==> src/rtl/stream_mux.sv <==
// Purpose : N-to-1 stream multiplexer, explicit-select or round-robin arbitration, one output register.
// Latency : one cycle from input handshake to out_valid with that word; one word per cycle sustained.
// Backpress: in_ready only to the granted channel, and only when the output register is empty or draining.
module stream_mux #(
    parameter int WIDTH    = 16,
    parameter int CHANNELS = 16,
    parameter int SEL_W    = $clog2(CHANNELS)
) (
    input  logic                      clk,
    input  logic                      rst,
    input  logic [CHANNELS*WIDTH-1:0] in_data,
    input  logic [CHANNELS-1:0]       in_valid,
    output logic [CHANNELS-1:0]       in_ready,
    input  logic                      mode,
    input  logic [SEL_W-1:0]          sel,
    output logic [WIDTH-1:0]          out_data,
    output logic [SEL_W-1:0]          out_chan,
    output logic                      out_valid,
    input  logic                      out_ready
);

    // Output register and round-robin pointer.
    logic [WIDTH-1:0] out_data_q,  out_data_d;
    logic [SEL_W-1:0] out_chan_q,  out_chan_d;
    logic             out_valid_q, out_valid_d;
    logic [SEL_W-1:0] ptr_q,       ptr_d;

    // Arbitration result.
    logic             grant_vld;
    logic [SEL_W-1:0] grant_idx;
    logic             load_en;
    logic             in_xfer;
    int               cand;

    // The register may take a new word when it is empty or being drained this cycle.
    assign load_en = !out_valid_q || out_ready;

    // Grant: explicit select honours only the selected channel (an out-of-range
    // select matches no channel); round-robin searches ptr+1 .. ptr, wrapping.
    always_comb begin
        grant_vld = 1'b0;
        grant_idx = '0;
        cand      = 0;
        if (!mode) begin
            for (int i = 0; i < CHANNELS; i++) begin
                if (sel == SEL_W'(i) && in_valid[i]) begin
                    grant_vld = 1'b1;
                    grant_idx = SEL_W'(i);
                end
            end
        end else begin
            for (int k = 1; k <= CHANNELS; k++) begin
                cand = int'(ptr_q) + k;
                if (cand >= CHANNELS) begin
                    cand = cand - CHANNELS;
                end
                if (!grant_vld && in_valid[cand]) begin
                    grant_vld = 1'b1;
                    grant_idx = SEL_W'(cand);
                end
            end
        end
    end

    // Ready goes only to the winner; nothing is accepted during reset.
    always_comb begin
        in_ready = '0;
        if (!rst && load_en && grant_vld) begin
            in_ready[grant_idx] = 1'b1;
        end
    end

    assign in_xfer = !rst && load_en && grant_vld;

    // Next state of the output register and the round-robin pointer.
    always_comb begin
        out_data_d  = out_data_q;
        out_chan_d  = out_chan_q;
        out_valid_d = out_valid_q;
        ptr_d       = ptr_q;
        if (in_xfer) begin
            out_data_d  = in_data[grant_idx*WIDTH +: WIDTH];
            out_chan_d  = grant_idx;
            out_valid_d = 1'b1;
            if (mode) begin
                ptr_d = grant_idx;
            end
        end else if (load_en) begin
            out_valid_d = 1'b0;
        end
    end

    // State registers; reset drops any pending word and parks the pointer so
    // the first round-robin search starts at channel 0.
    always_ff @(posedge clk) begin
        if (rst) begin
            out_data_q  <= '0;
            out_chan_q  <= '0;
            out_valid_q <= 1'b0;
            ptr_q       <= SEL_W'(CHANNELS - 1);
        end else begin
            out_data_q  <= out_data_d;
            out_chan_q  <= out_chan_d;
            out_valid_q <= out_valid_d;
            ptr_q       <= ptr_d;
        end
    end

    assign out_data  = out_data_q;
    assign out_chan  = out_chan_q;
    assign out_valid = out_valid_q;

endmodule

==> config.mk <==
export PLATFORM = sky130hd
export DESIGN_NAME = stream_mux
export DESIGN_NICKNAME = d
export VERILOG_FILES = /design/src/rtl/stream_mux.sv
export SDC_FILE = /design/constraint.sdc
export NUM_CORES = 1
export LEC_CHECK = 0
export CAP_MARGIN = 20
export CORE_MARGIN = 2
export CORE_UTILIZATION = 40
export DETAILED_ROUTE_END_ITERATION = 6
export DONT_BUFFER_PORTS = 1
export PLACE_DENSITY_LB_ADDON = 0.05
export SYNTH_ARGS = -nofsm -noshare
export SYNTH_HDL_FRONTEND = slang
export SYNTH_SLANG_ARGS = --single-unit
==> constraint.sdc <==
create_clock -name clk -period 5.96 [get_ports clk]
set_clock_uncertainty 0.15 [all_clocks]
set_input_delay 0.298 -clock clk [delete_from_list [all_inputs] [get_ports clk]]
set_output_delay 0.298 -clock clk [all_outputs]
set_load 0.01 [all_outputs]
# After elaboration in Yosys (flattened, before gate mapping)
# Index checks and enable logic that the tools add are counted.
[word_totals]
output_inout_bits = 37
word_cells = 306
inputBits = 280
ff_bits = 25
[classes]
order_cmp = 34
n_eq_ne = 15
n_shift = 1
muxes = 165
n_reduce_logical = 55
n_addsub = 32
[ops]
columns = ["cell", "n"]
rows = [
  ["32-bit two-way mux", 32],
  ["32-bit by 6-bit less-than comparator with 1-bit output (second input constant)", 16],
  ["256-bit by 9-bit variable part select with 16-bit output", 1],
  ["4-bit two-way mux", 31],
  ["5-bit by 5-bit subtractor with 6-bit output (second input constant)", 15],
  ["1-bit two-way mux", 84],
  ["5-bit greater-or-equal comparator (second input constant)", 15],
  ["1-bit binary-select mux with 4-bit select", 16],
  ["4-bit by 4-bit adder with 5-bit output (second input constant)", 8],
  ["1-bit logical AND", 34],
  ["4-bit equality test (second input constant)", 8],
  ["4-bit by 3-bit adder with 5-bit output (second input constant)", 4],
  ["1-bit zero test", 17],
  ["4-bit by 3-bit equality test with 1-bit output (second input constant)", 4],
  ["16-bit two-way mux", 1],
  ["4-bit by 2-bit adder with 5-bit output (second input constant)", 2],
  ["4-bit by 2-bit equality test with 1-bit output (second input constant)", 2],
  ["6-bit by 5-bit subtractor with 7-bit output (second input constant)", 1],
  ["4-bit by 5-bit adder with 6-bit output (second input constant)", 1],
  ["6-bit by 5-bit greater-or-equal comparator with 1-bit output (second input constant)", 1],
  ["4-bit by 1-bit adder with 5-bit output (second input constant)", 1],
  ["4-bit by 5-bit less-than comparator with 1-bit output (second input constant)", 1],
  ["1-bit demux with 4-bit select", 1],
  ["4-bit by 1-bit equality test with 1-bit output (second input constant)", 1],
  ["other kinds (5)", 5],
]

# Logic depth before layout (Yosys ltp)
[depth]
depth_word = 74
depth_mapped = 22
depth_no_buf = 13

# Least setup slack after synthesis
# No wires, ideal clock.
[synth_timing]
path_type = "register to output"
start = "register ptr_q[1]"
end = "output in_ready[13]"
path_stages_with_launch = 18
setup_slack_ns = 0.661
t_arrival_ns = 4.851
cell_sequence = "dfxtp_1 > buf_4 > buf_4 > clkinv_1 > ha_1 > buf_2 > mux4_2 > mux2_2 > mux2i_1 > nor4b_4 > nand4_2 > o41ai_2 > o32ai_2 > nor2_8 > buf_6 > buf_2 > nand3_1 > nor2_1"
[synth_via]
elab_chain_cells = 74
elab_cells_between_ends = 214
[synth_lines]
columns = ["item", "line", "source"]
rows = [
  ["from (decl)", "26", "logic [SEL_W-1:0] ptr_q, ptr_d;"],
  ["from (signal assigned)", "100", "ptr_q <= SEL_W'(CHANNELS - 1);"],
  ["from (signal assigned)", "105", "ptr_q <= ptr_d;"],
  ["4-bit by 1-bit adder with 5-bit output", "53", "cand = int'(ptr_q) + k;"],
  ["5-bit by 5-bit subtractor with 6-bit output or 5-bit greater-or-equal comparator (tied branches)", "55, 54", ""],
  ["32-bit two-way mux", "54", "if (cand >= CHANNELS) begin"],
  ["32-bit two-way mux", "44", "if (!mode) begin"],
  ["1-bit binary-select mux with 4-bit select", "57", "if (!grant_vld && in_valid[cand]) begin"],
  ["1-bit two-way mux (implied by the code) (2 in series)", "57", ""],
  ["1-bit two-way mux", "57", ""],
  ["1-bit two-way mux", "44", ""],
  ["(+57 left out)", "n/a", ""],
  ["1-bit logical AND", "57", ""],
  ["4-bit two-way mux", "57", ""],
  ["4-bit two-way mux", "44", ""],
  ["4-bit by 5-bit less-than comparator with 1-bit output (implied by the code) or 4-bit by 1-bit greater-or-equal comparator with 1-bit output (tied branches)", "69", "in_ready[grant_idx] = 1'b1;"],
  ["1-bit logical AND (implied by the code)", "69", ""],
  ["1-bit two-way mux (implied by the code)", "69", ""],
  ["1-bit demux with 4-bit select", "69", ""],
  ["16-bit two-way mux (*)", "68", "if (!rst && load_en && grant_vld) begin"],
  ["to (decl)", "13", "output logic [CHANNELS-1:0] in_ready,"],
]
# Mark *: on every way between the ends. The rest lies on a longest branch, timed or not. The select of a mux whose other input is x is not followed.

# Worst setup path after layout
[layout_timing]
start = "register ptr_q[1]"
end = "output in_ready[5]"
# Same word-level chain as after synthesis.

==> flow_summary.ini <==
[clock_network]
tritoncts = built
cts-htree-levels = 1
path_clk_slew_ns = 0.08
cts_buffers = 3
ctsResizeCount = 0
clock_sink_count = 25
cts_max_path_buffers = 2
clock_latency_ns = 0.27
postCtsSetupBuffers = 0
cts_root_buffer = clkbuf_16

[timing]
tightest_slew_ns = 1.16
min_period_ns = 5.84
rsz0062_at_grt = no
period_share_pct = 98.0
tns_ns = 0
max_freq_mhz = 171
setup_violations = 0
finalWorstSetupSlack_ns = 0.118
maxSlewViolCount = 0
hold_slack_ns = 0.109
hold_viol = 0
max_slew_margin_pct = 22.0

[global_routing]
grt.total_usage_pct = 30.1
antenna_found_initial = 1
grt_max_degree = 87
grt_pass1_wl_mm = 40.6
grt-ovfl-total = 0
grt_pass1_vias = 6406

[floorplanning]
die-area_um2 = 17500
start_util_pct = 41.2
core_um2 = 15900
die_x_um = 132
rows = 46
die_h_um = 132
io_pins = 317

[route]
wire_per_inst_um = 29.7
detail-route-antenna-nets = 0
dr.pass1.iters = 5
first_iter_violations = 526
drc = 0
via_per_inst = 6.88
vias = 6457
finalWirelength_mm = 27.9

[cells_and_area]
final_nets = 1010
area_delta_synth_final_pct = 4.61
fin_cells = 938
drive_above_1_share_pct = 16.8
fin_util_pct = 43.1

[setup_path]
cp_data_arrival_time_ns = 5.39
cp-end-kind = output pin
crit_path_start_kind = flip-flop
crit_fanout = 12
worstSetupPathType = flip-flop to output pin
cp.required_ns = 5.51

[logic_synthesis]
synth_top_area_share_pct = 35.7
synth_commonest_cells = mux2i_1 (234), nor2_1 (73), mux4_2 (36)
synth.most_common_cell = mux2i_1
syn-cell-area_um2 = 6570
synth_edf_count = 0
syn_inst = 739
synth_area_leaders = mux2i_1 (36%), mux4_2 (12%), dfxtp_1 (7.6%)
ys_warn_count = 0
syn_avg_cell_area_um2 = 8.89
ys.flop_type = dfxtp_1
syn_nets = 1027
async_reset_ff_share_pct = 0
synth_top_area_cell = mux2i_1
synth.distinct_cells = 83
yosys_register_bits = 25
yosysSeqAreaShare_pct = 7.62

[place]
place_congestion = 0.933
pre_cts_ws_ns = 0.450
dpl.hpwl_mm = 22.6
placedCellCount = 932
numPortBuffers = 0

[hold_path]
hold_class = primary input to flip-flop

[status]
outcome = completed

[power]
vdd.ir_drop.worst_mv = 0.160
power.density_nw_per_um2 = 283
p_leak_nw = 3.01

[run]
timing.max_cap.violations = 0
[layer usage]
metal	GRT usage [%]	vias to the layer above	share of wire (%)
met5	0	-	0
met4	8.76	0	3.0
met3	6.84	39	8.4
met2	48.1	371	45
met1	40.7	3177	43
li1	-	2870	-
[report_power, final]
group          internal, W  switching [W]
combinational     0.000624       0.000906
sequential        0.000195      0.0000521
clock            0.0000931      0.0000722
[area by class of cell]
type	instances	area [µm²]
clock buffers	3	75.1
fillers	1587	9070
flip-flops and latches	25	500
well taps	216	270
multi-input cells	639	5650
repair buffers	34	293
clock inverters	1	8.76
diodes	1	2.50
inverters	19	71.3
[registers in the layout, indices dropped and copies added, names as in the netlist]
name       flops
out_chan       4
out_data      16
out_valid      1
ptr_q          4
[worst max-delay path: stages (launching register included)]
cell and delay [ns]:
dfxtp_1 0.34, clkinv_1 0.08, buf_4 0.20, ha_1 0.58
mux2_2 0.23, o22ai_1 0.09, nor4_1 0.98, o21ai_0 0.20
a31oi_1 0.47, a221o_1 0.23, a21oi_1 0.11, o311a_1 0.50
nor2_1 0.48, nand3_1 0.31, nor2_1 0.17, buf_4 0.14
[through the flow]
step | instance area, µm² | total power (W)
floorplan | 6570 | 0.00138
global placement | 6760 | 0.00174
detailed placement | 6760 | 0.00174
CTS | 6870 | 0.00192
global route | 6870 | 0.00204
finish | 6870 | 0.00194
[layout by cell type, fill, tap and decap left out, types with 4 or more instances in the layout]
cell,instances
o21ai_0,21
nand3_1,17
buf_4,31
inv_1,16
nand2_1,34
mux2_2,15
ha_1,8
dfxtp_1,25
a221oi_1,4
o22ai_1,20
nor4_1,4
nor3b_1,6
nor3_1,7
nand2b_1,5
a21oi_1,27
nand4_1,8
nor2_1,72
nor2b_1,6
mux4_2,36
a2111oi_2,11
mux2i_1,234
xnor2_1,7
a31oi_1,9
a211o_1,5
[cells by family after synthesis]
kind of cell | count (synthesis) | share of synthesized area [%]
muxes | 286 | 50.8
AOI/OAI and AO/OA | 150 | 17.6
xor gates and xnor gates | 11 | 1.58
buffers and inverters | 75 | 6.40
DFF | 25 | 7.62
adders and majority gates | 8 | 1.52
and+or+nand+nor | 184 | 14.5
[final timing paths]
check / endpoint / from / slack, ns / depth (start not counted)
setup / recovery: in_ready[5] / ptr_q[1]$_SDFFE_PP1P_ / 0.12 / 15
hold / removal: out_data[13]$_SDFFE_PP0P_ / rst / 0.11 / 3
hold reg to reg: out_chan[2]$_SDFFE_PP0P_ / out_chan[2]$_SDFFE_PP0P_ / 0.38 / 2
setup reg to reg: out_data[14]$_SDFFE_PP0P_ / ptr_q[0]$_SDFFE_PP1P_ / 0.40 / 15
[timing repair]
| item | in CTS | in global routing |
|---|---|---|
| hold endpoints to repair | 23 | 0 |
| hold buffers | 1 | 0 |
| setup endpoints to repair | 0 | 1 |
Power figures use the tool's default switching activity.
